==> src/rtl/rs_syndrome_serial.sv <==
// Symbol-serial Reed-Solomon syndrome calculator: Horner evaluation of r(alpha^(FCR+j))
// for every syndrome in parallel, with a held output register that overlaps the next codeword.
module rs_syndrome_serial #(
    parameter int SYMBOL_WIDTH = 3,
    parameter int N            = 7,
    parameter int K            = 5,
    parameter int PRIM_POLY    = 11,
    parameter int FCR          = 1,
    localparam int NSYND       = N - K,
    localparam int CNT_W       = $clog2(N)
) (
    input  logic                          clk,
    input  logic                          rst_n,
    input  logic                          sync_clr,
    input  logic                          in_valid,
    output logic                          in_ready,
    input  logic [SYMBOL_WIDTH-1:0]       in_sym,
    output logic                          synd_valid,
    input  logic                          synd_ready,
    output logic [NSYND*SYMBOL_WIDTH-1:0] synd,
    output logic                          synd_zero,
    output logic [CNT_W-1:0]              sym_cnt
);

    localparam int Q = (1 << SYMBOL_WIDTH) - 1;
    localparam logic [SYMBOL_WIDTH-1:0] POLY_LO = PRIM_POLY[SYMBOL_WIDTH-1:0];
    localparam logic [CNT_W-1:0] LAST_IDX = CNT_W'(N - 1);

    // Multiply by alpha (x) modulo the primitive polynomial.
    function automatic logic [SYMBOL_WIDTH-1:0] xtime(input logic [SYMBOL_WIDTH-1:0] a);
        logic [SYMBOL_WIDTH-1:0] r;
        r = a << 1;
        if (a[SYMBOL_WIDTH-1])
            r = r ^ POLY_LO;
        return r;
    endfunction

    function automatic logic [SYMBOL_WIDTH-1:0] gf_mul(input logic [SYMBOL_WIDTH-1:0] a,
                                                        input logic [SYMBOL_WIDTH-1:0] b);
        logic [SYMBOL_WIDTH-1:0] p;
        logic [SYMBOL_WIDTH-1:0] aa;
        p  = '0;
        aa = a;
        for (int i = 0; i < SYMBOL_WIDTH; i++) begin
            if (b[i])
                p = p ^ aa;
            aa = xtime(aa);
        end
        return p;
    endfunction

    function automatic logic [SYMBOL_WIDTH-1:0] gf_pow(input int e);
        logic [SYMBOL_WIDTH-1:0] r;
        r = SYMBOL_WIDTH'(1);
        for (int i = 0; i < (e % Q); i++)
            r = xtime(r);
        return r;
    endfunction

    logic [NSYND*SYMBOL_WIDTH-1:0] acc_reg;
    logic [NSYND*SYMBOL_WIDTH-1:0] horner_next;
    logic [CNT_W-1:0]              sym_cnt_reg;
    logic [NSYND*SYMBOL_WIDTH-1:0] synd_reg;
    logic                          synd_valid_reg;
    logic                          synd_zero_reg;
    logic                          accept;
    logic                          is_last;

    assign is_last  = (sym_cnt_reg == LAST_IDX);
    assign in_ready = !sync_clr && !(is_last && synd_valid_reg && !synd_ready);
    assign accept   = in_valid && in_ready;

    // The first symbol of a codeword overwrites the accumulator, so no explicit clear is needed.
    generate
        for (genvar gi = 0; gi < NSYND; gi++) begin : g_root
            localparam logic [SYMBOL_WIDTH-1:0] ROOT = gf_pow(FCR + gi);
            assign horner_next[gi*SYMBOL_WIDTH +: SYMBOL_WIDTH] =
                (sym_cnt_reg == '0) ? in_sym
                                    : (gf_mul(acc_reg[gi*SYMBOL_WIDTH +: SYMBOL_WIDTH], ROOT) ^ in_sym);
        end
    endgenerate

    always_ff @(posedge clk or negedge rst_n) begin
        if (!rst_n) begin
            acc_reg     <= '0;
            sym_cnt_reg <= '0;
        end else if (sync_clr) begin
            acc_reg     <= '0;
            sym_cnt_reg <= '0;
        end else if (accept) begin
            acc_reg     <= horner_next;
            sym_cnt_reg <= is_last ? '0 : sym_cnt_reg + 1'b1;
        end
    end

    // A final symbol accepted in the same cycle the held result is consumed reloads directly.
    always_ff @(posedge clk or negedge rst_n) begin
        if (!rst_n) begin
            synd_reg       <= '0;
            synd_valid_reg <= 1'b0;
            synd_zero_reg  <= 1'b0;
        end else if (accept && is_last) begin
            synd_reg       <= horner_next;
            synd_valid_reg <= 1'b1;
            synd_zero_reg  <= (horner_next == '0);
        end else if (synd_valid_reg && synd_ready) begin
            synd_valid_reg <= 1'b0;
        end
    end

    assign synd       = synd_reg;
    assign synd_valid = synd_valid_reg;
    assign synd_zero  = synd_zero_reg;
    assign sym_cnt    = sym_cnt_reg;

endmodule

==> config.mk <==
export PLATFORM = sky130hd
export DESIGN_NAME = rs_syndrome_serial
export DESIGN_NICKNAME = d
export VERILOG_FILES = /design/src/rtl/rs_syndrome_serial.sv
export SDC_FILE = /design/constraint.sdc
export NUM_CORES = 1
export LEC_CHECK = 0
export BUFFER_PORTS_ARGS = -buffer_cell sky130_fd_sc_hd__clkbuf_2
export CAP_MARGIN = 20
export CORE_MARGIN = 4
export CORE_UTILIZATION = 30
export DETAILED_ROUTE_END_ITERATION = 6
export PLACE_DENSITY = 0.46
export SLEW_MARGIN = 10
export SYNTH_ARGS = -nofsm -noshare
export SYNTH_HDL_FRONTEND = slang
export SYNTH_SLANG_ARGS = --single-unit
==> constraint.sdc <==
create_clock -name clk -period 2.5 [get_ports clk]
set_input_delay 0.375 -clock clk [delete_from_list [all_inputs] [get_ports clk]]
set_output_delay 0.375 -clock clk [all_outputs]
set_load 0.01 [all_outputs]
After elaboration in Yosys (flattened, before gate mapping)
Index checks and enable logic that the tools add are counted.
Widths: inputs -> output; s select.
{"block": "op_classes", "add_sub_neg": 1, "n_eq_ne": 1, "n_mux": 12, "bitwise": 5, "reduce_logical": 13}
{"op": "$mux 3", "n": 5}
{"op": "$mux 6", "n": 2}
{"op": "$logic_and 1x1->1", "n": 6}
{"op": "$logic_not 6->1", "n": 1}
{"op": "$mux 2", "n": 3}
{"op": "$not 2->2", "n": 3}
{"op": "$xor 3x3->3", "n": 2}
{"op": "$reduce_bool 2->1", "n": 2}
{"op": "$add 3x1->3 const B", "n": 1}
{"op": "$eq 3x3->1 const B", "n": 1}
{"op": "$logic_not 1->1", "n": 3}
{"op": "$logic_not 3->1", "n": 1}
{"op": "$mux 1", "n": 2}
{"block": "word_totals", "regBits": 17, "in_bits": 8, "output_inout_bits": 12, "word_cells": 37}

Logic depth before layout (Yosys ltp)
{"block": "depth", "word_depth": 8, "depth_mapped": 5, "depth_no_buf": 4}

Worst setup path after synthesis
Ideal clock, no wire load.
{"block": "synth_timing", "path_type": "register to register", "startpoint": "reg sym_cnt_reg[2], in the netlist sym_cnt[2]", "endpoint": "reg synd_zero_reg, in the netlist synd_zero", "setup_time_ns": 0.066, "arrival_ns": 1.455, "required_time_ns": 2.434, "setup_slack_ns": 0.978, "path_stages_with_launch": 6, "path_buffers": 1, "synth_period_minus_slack_ns": 1.522, "path_cell_list": "dfrtp_1 > or3_1 > buf_2 > o21a_1 > o311ai_1 > a41o_1"}
{"block": "synth_between", "elab_chain_len": 7, "word_cells_on_any_way": 11, "cone_classes": "1 x eq/ne; 2 x mux; 8 x reduce/logical"}
{"item": "start, declared", "line_no": "62", "source": "logic [CNT_W-1:0] sym_cnt_reg;"}
{"item": "start signal, assigned", "line_no": "92", "source": "sym_cnt_reg <= is_last ? '0 : sym_cnt_reg + 1'b1;"}
{"item": "$eq 3x3->1", "line_no": "69", "source": "assign is_last = (sym_cnt_reg == LAST_IDX);"}
{"item": "$logic_and 1x1->1 (2 in series)", "line_no": "70", "source": "assign in_ready = !sync_clr && !(is_last && synd_valid_reg && !synd_ready);"}
{"item": "$logic_not 1->1", "line_no": "70"}
{"item": "$logic_and 1x1->1", "line_no": "70"}
{"item": "$logic_and 1x1->1", "line_no": "71", "source": "assign accept = in_valid && in_ready;"}
{"item": "$logic_and 1x1->1", "line_no": "102", "source": "end else if (accept && is_last) begin"}
{"item": "end signal, assigned", "line_no": "105", "source": "synd_zero_reg <= (horner_next == '0);"}
{"item": "end, declared", "line_no": "65", "source": "logic synd_zero_reg;"}
Several ways; a longest one is shown, not always the timed one.
A chain may end at the register's enable or synchronous reset.

Worst setup path in the final report
{"block": "layout_timing", "startpoint": "reg sym_cnt_reg[1], in the netlist sym_cnt[1]", "endpoint": "out in_ready"}
{"block": "layout_between", "elab_chain_len": 5}
{"item": "$eq 3x3->1", "line_no": "69"}
{"item": "$logic_and 1x1->1 (2 in series)", "line_no": "70"}
{"item": "$logic_not 1->1", "line_no": "70"}
{"item": "$logic_and 1x1->1", "line_no": "70"}
{"item": "end, declared", "line_no": "16", "source": "output logic in_ready,"}
Every way passes these cells.

==> results.md <==
* Max Clock Skew at 0.00547 ns
* Top post-synthesis cells by area: dfrtp_1 (48%), nand2_1 (6.0%), xnor2_1 (5.0%)
* Post-synth top flop: dfrtp_1
* Ant. Diodes at 0
* Fmax at 586 MHz
* Placed Area at 1010 um^2
* YS warnings at 0
* Die area at 3870 um^2
* Routed wl met2 at 922 um
* Post-CTS setup buffer count at 0
* Avg WL per Cell at 13.2 um
* Cell area after synthesis at 881 um^2
* Post-synthesis cell type count at 30
* Top-area cell type share of the netlist area at 0.483
* I/O pin count at 20
* Fin crit period at 1.71 ns
* CTS Buf Count at 3
* Reg clk slew, reported paths at 0.10 ns
* Post-Route Setup TNS at 0 ns
* Dpl hpwl at 1.41 mm
* Syn Area/Cell at 9.47 um^2
* Die height at 62.2 um
* R2R setup slack at 0.86 ns
* Critical Path Max Stage Delay at 0.48 ns
* Outcome: finished clean
* EDFF count, synth at 0
* DRT Pass-1 Iters at 4
* RSZ-0062 raised after global routing: false
* Gr ovfl total at 0
* Slew Limit Fails at 0
* Total wire length at 1.92 mm
* Post-DRT Antenna Nets at 0
* Site Rows at 19
* Total power draw at 0.000659 W
* DR vias/cell at 5.08
* Cell area after layout at 1030 um^2
* Setup-failing EPs final at 0
* IO buf count at 19
* Routability cong. at 0.736
* Slew headroom at 0.614
* Yosys top cell by area: dfrtp_1
* H-tree lvl count at 1
* Die W at 62.2 um
* Initial Utilization at 0.317
* DR iter-0 viols at 25
* CTS max path bufs at 2
* CTS tree: yes
* Top layer in use: met4
* WP data required at 2.12 ns
* DRT met1 WL at 914 um
* Async set-reset flop share out of synthesis at 1.00
* Critical Path AT at 1.33 ns
* CTS sink count at 17
* HP Class: input pin to asynchronous set/reset pin
* Max cap viols at 0
* Hold_buf cts at 0
* Post-synth top cells: dfrtp_1 (17), nand2_1 (14), o21ai_1 (7), nand3_1 (6), nor2_1 (6)
* Critical Path End Type: output pin
* Kind of critical path: flip-flop to output pin
* All-Layer GR Usage at 0.106
* Launching point of the worst reg2reg path: sym_cnt[1]$_DFFE_PN0P_
* CP cell instances: nand2_1 > nor3_1 > nor2_1 > clkbuf_2
* #FFs+latches synth at 17
* Vias in the first global route at 669
* First-pass GRT wire length at 3.31 mm
* Final core occ at 0.371
* Post_cts resized at 0
* Syn_nets at 101
* Final net count at 123
* Seq/Total Area, Yosys at 0.483
* Post-Syn Instances at 93
* Worst vdd ir at 0.343 mV
* Share of cells above drive strength 1 at 0.237
* Fraction of the cycle the final worst path needs at 0.683
* Hold Violations, Final at 0
* Slowest CP cell: dfrtp_1
* Met3 WL post-DR at 63 um
* Antenna violations before repair at 0
* Hold Slack at 0.00511 ns
* PwrDens at 638 nW/um^2
* Core ar. at 2780 um^2
* CP max FO at 8
* Root Buffer: clkbuf_4
* Top-count cell post-synth: dfrtp_1
* Largest net degree at the start of global routing at 18
* Vias post-DR at 736
* Crit path from: sym_cnt[1]$_DFFE_PN0P_
* DRC viols at 0
* Clk Latency, worst-skew pair at 0.29 ns
* Slew at the pin with the worst max-slew slack at 0.577 ns
* Static leakage at 0.474 nW
* Area Growth Syn to Fin at 17.2%
* Crit start category: flip-flop
## cells by family after synthesis
group | Yosys count | share of synthesized area
DFF | 17 | 0.483
xor gates and xnor gates | 10 | 0.0994
and+or+nand+nor | 41 | 0.234
AOI/OAI and AO/OA | 21 | 0.161
buffers and inverters | 4 | 0.0227
## worst max-delay path, delay by kind of cell, from the launching register on
kind          cells  cell delay, ns
buf+inv           1            0.12
simple gates      3            0.45
flops             1            0.48
## final cells by class
class | instances | area [um^2]
clock buffers | 4 | 26.3
flip-flops and latches | 17 | 425
inverters | 1 | 3.75
fillers | 275 | 1750
well taps | 31 | 38.8
repair buffers | 20 | 103
multi-input cells | 72 | 435
## layer usage
metal	track usage	vias to the layer above
li1	-	372
met1	0.140	350
met2	0.165	12
met3	0.0378	2
met4	0.0244	0
met5	0	-
## cell usage in the layout, fill, tap and decap left out, types with 5 or more instances in the layout
cell type	instances
clkbuf_2	19
dfrtp_1	17
nand2_1	14
o21ai_1	7
nor2_1	6
nand3_1	6
xnor2_1	5
o21ai_0	5
xor2_1	5
## where the power goes
group / switching (W) / leakage (nW) / internal (W) / total, W
clock: 0.0000835 / 0.0150 / 0.0000620 / 0.000146
sequential: 0.0000374 / 0.230 / 0.000303 / 0.000340
combinational: 0.000104 / 0.228 / 0.0000692 / 0.000173
total: 0.000225 / 0.474 / 0.000434 / 0.000659
## final timing paths
kind	end	depth (start not counted)
min reg2reg	synd[0]$_DFFE_PN0P_	2
min in group clk	sym_cnt[0]$_DFFE_PN0P_	2
max	in_ready	4
min	synd[4]$_DFFE_PN0P_	1
max in group asynchronous	sym_cnt[1]$_DFFE_PN0P_	1
max reg2reg	sym_cnt[1]$_DFFE_PN0P_	4
## through the flow
| stage | worst slack [ns] | instances |
|---|---|---|
| 5_1_grt | 0.671 | 145 |
| 3_5_place_dp | 0.821 | 141 |
| 3_3_place_gp | 0.766 | 141 |
| 6_report | 0.792 | 145 |
| 2_1_floorplan | 0.978 | 93 |
| 4_1_cts | 0.781 | 145 |
Note: power is estimated with default switching activity, not from simulation.
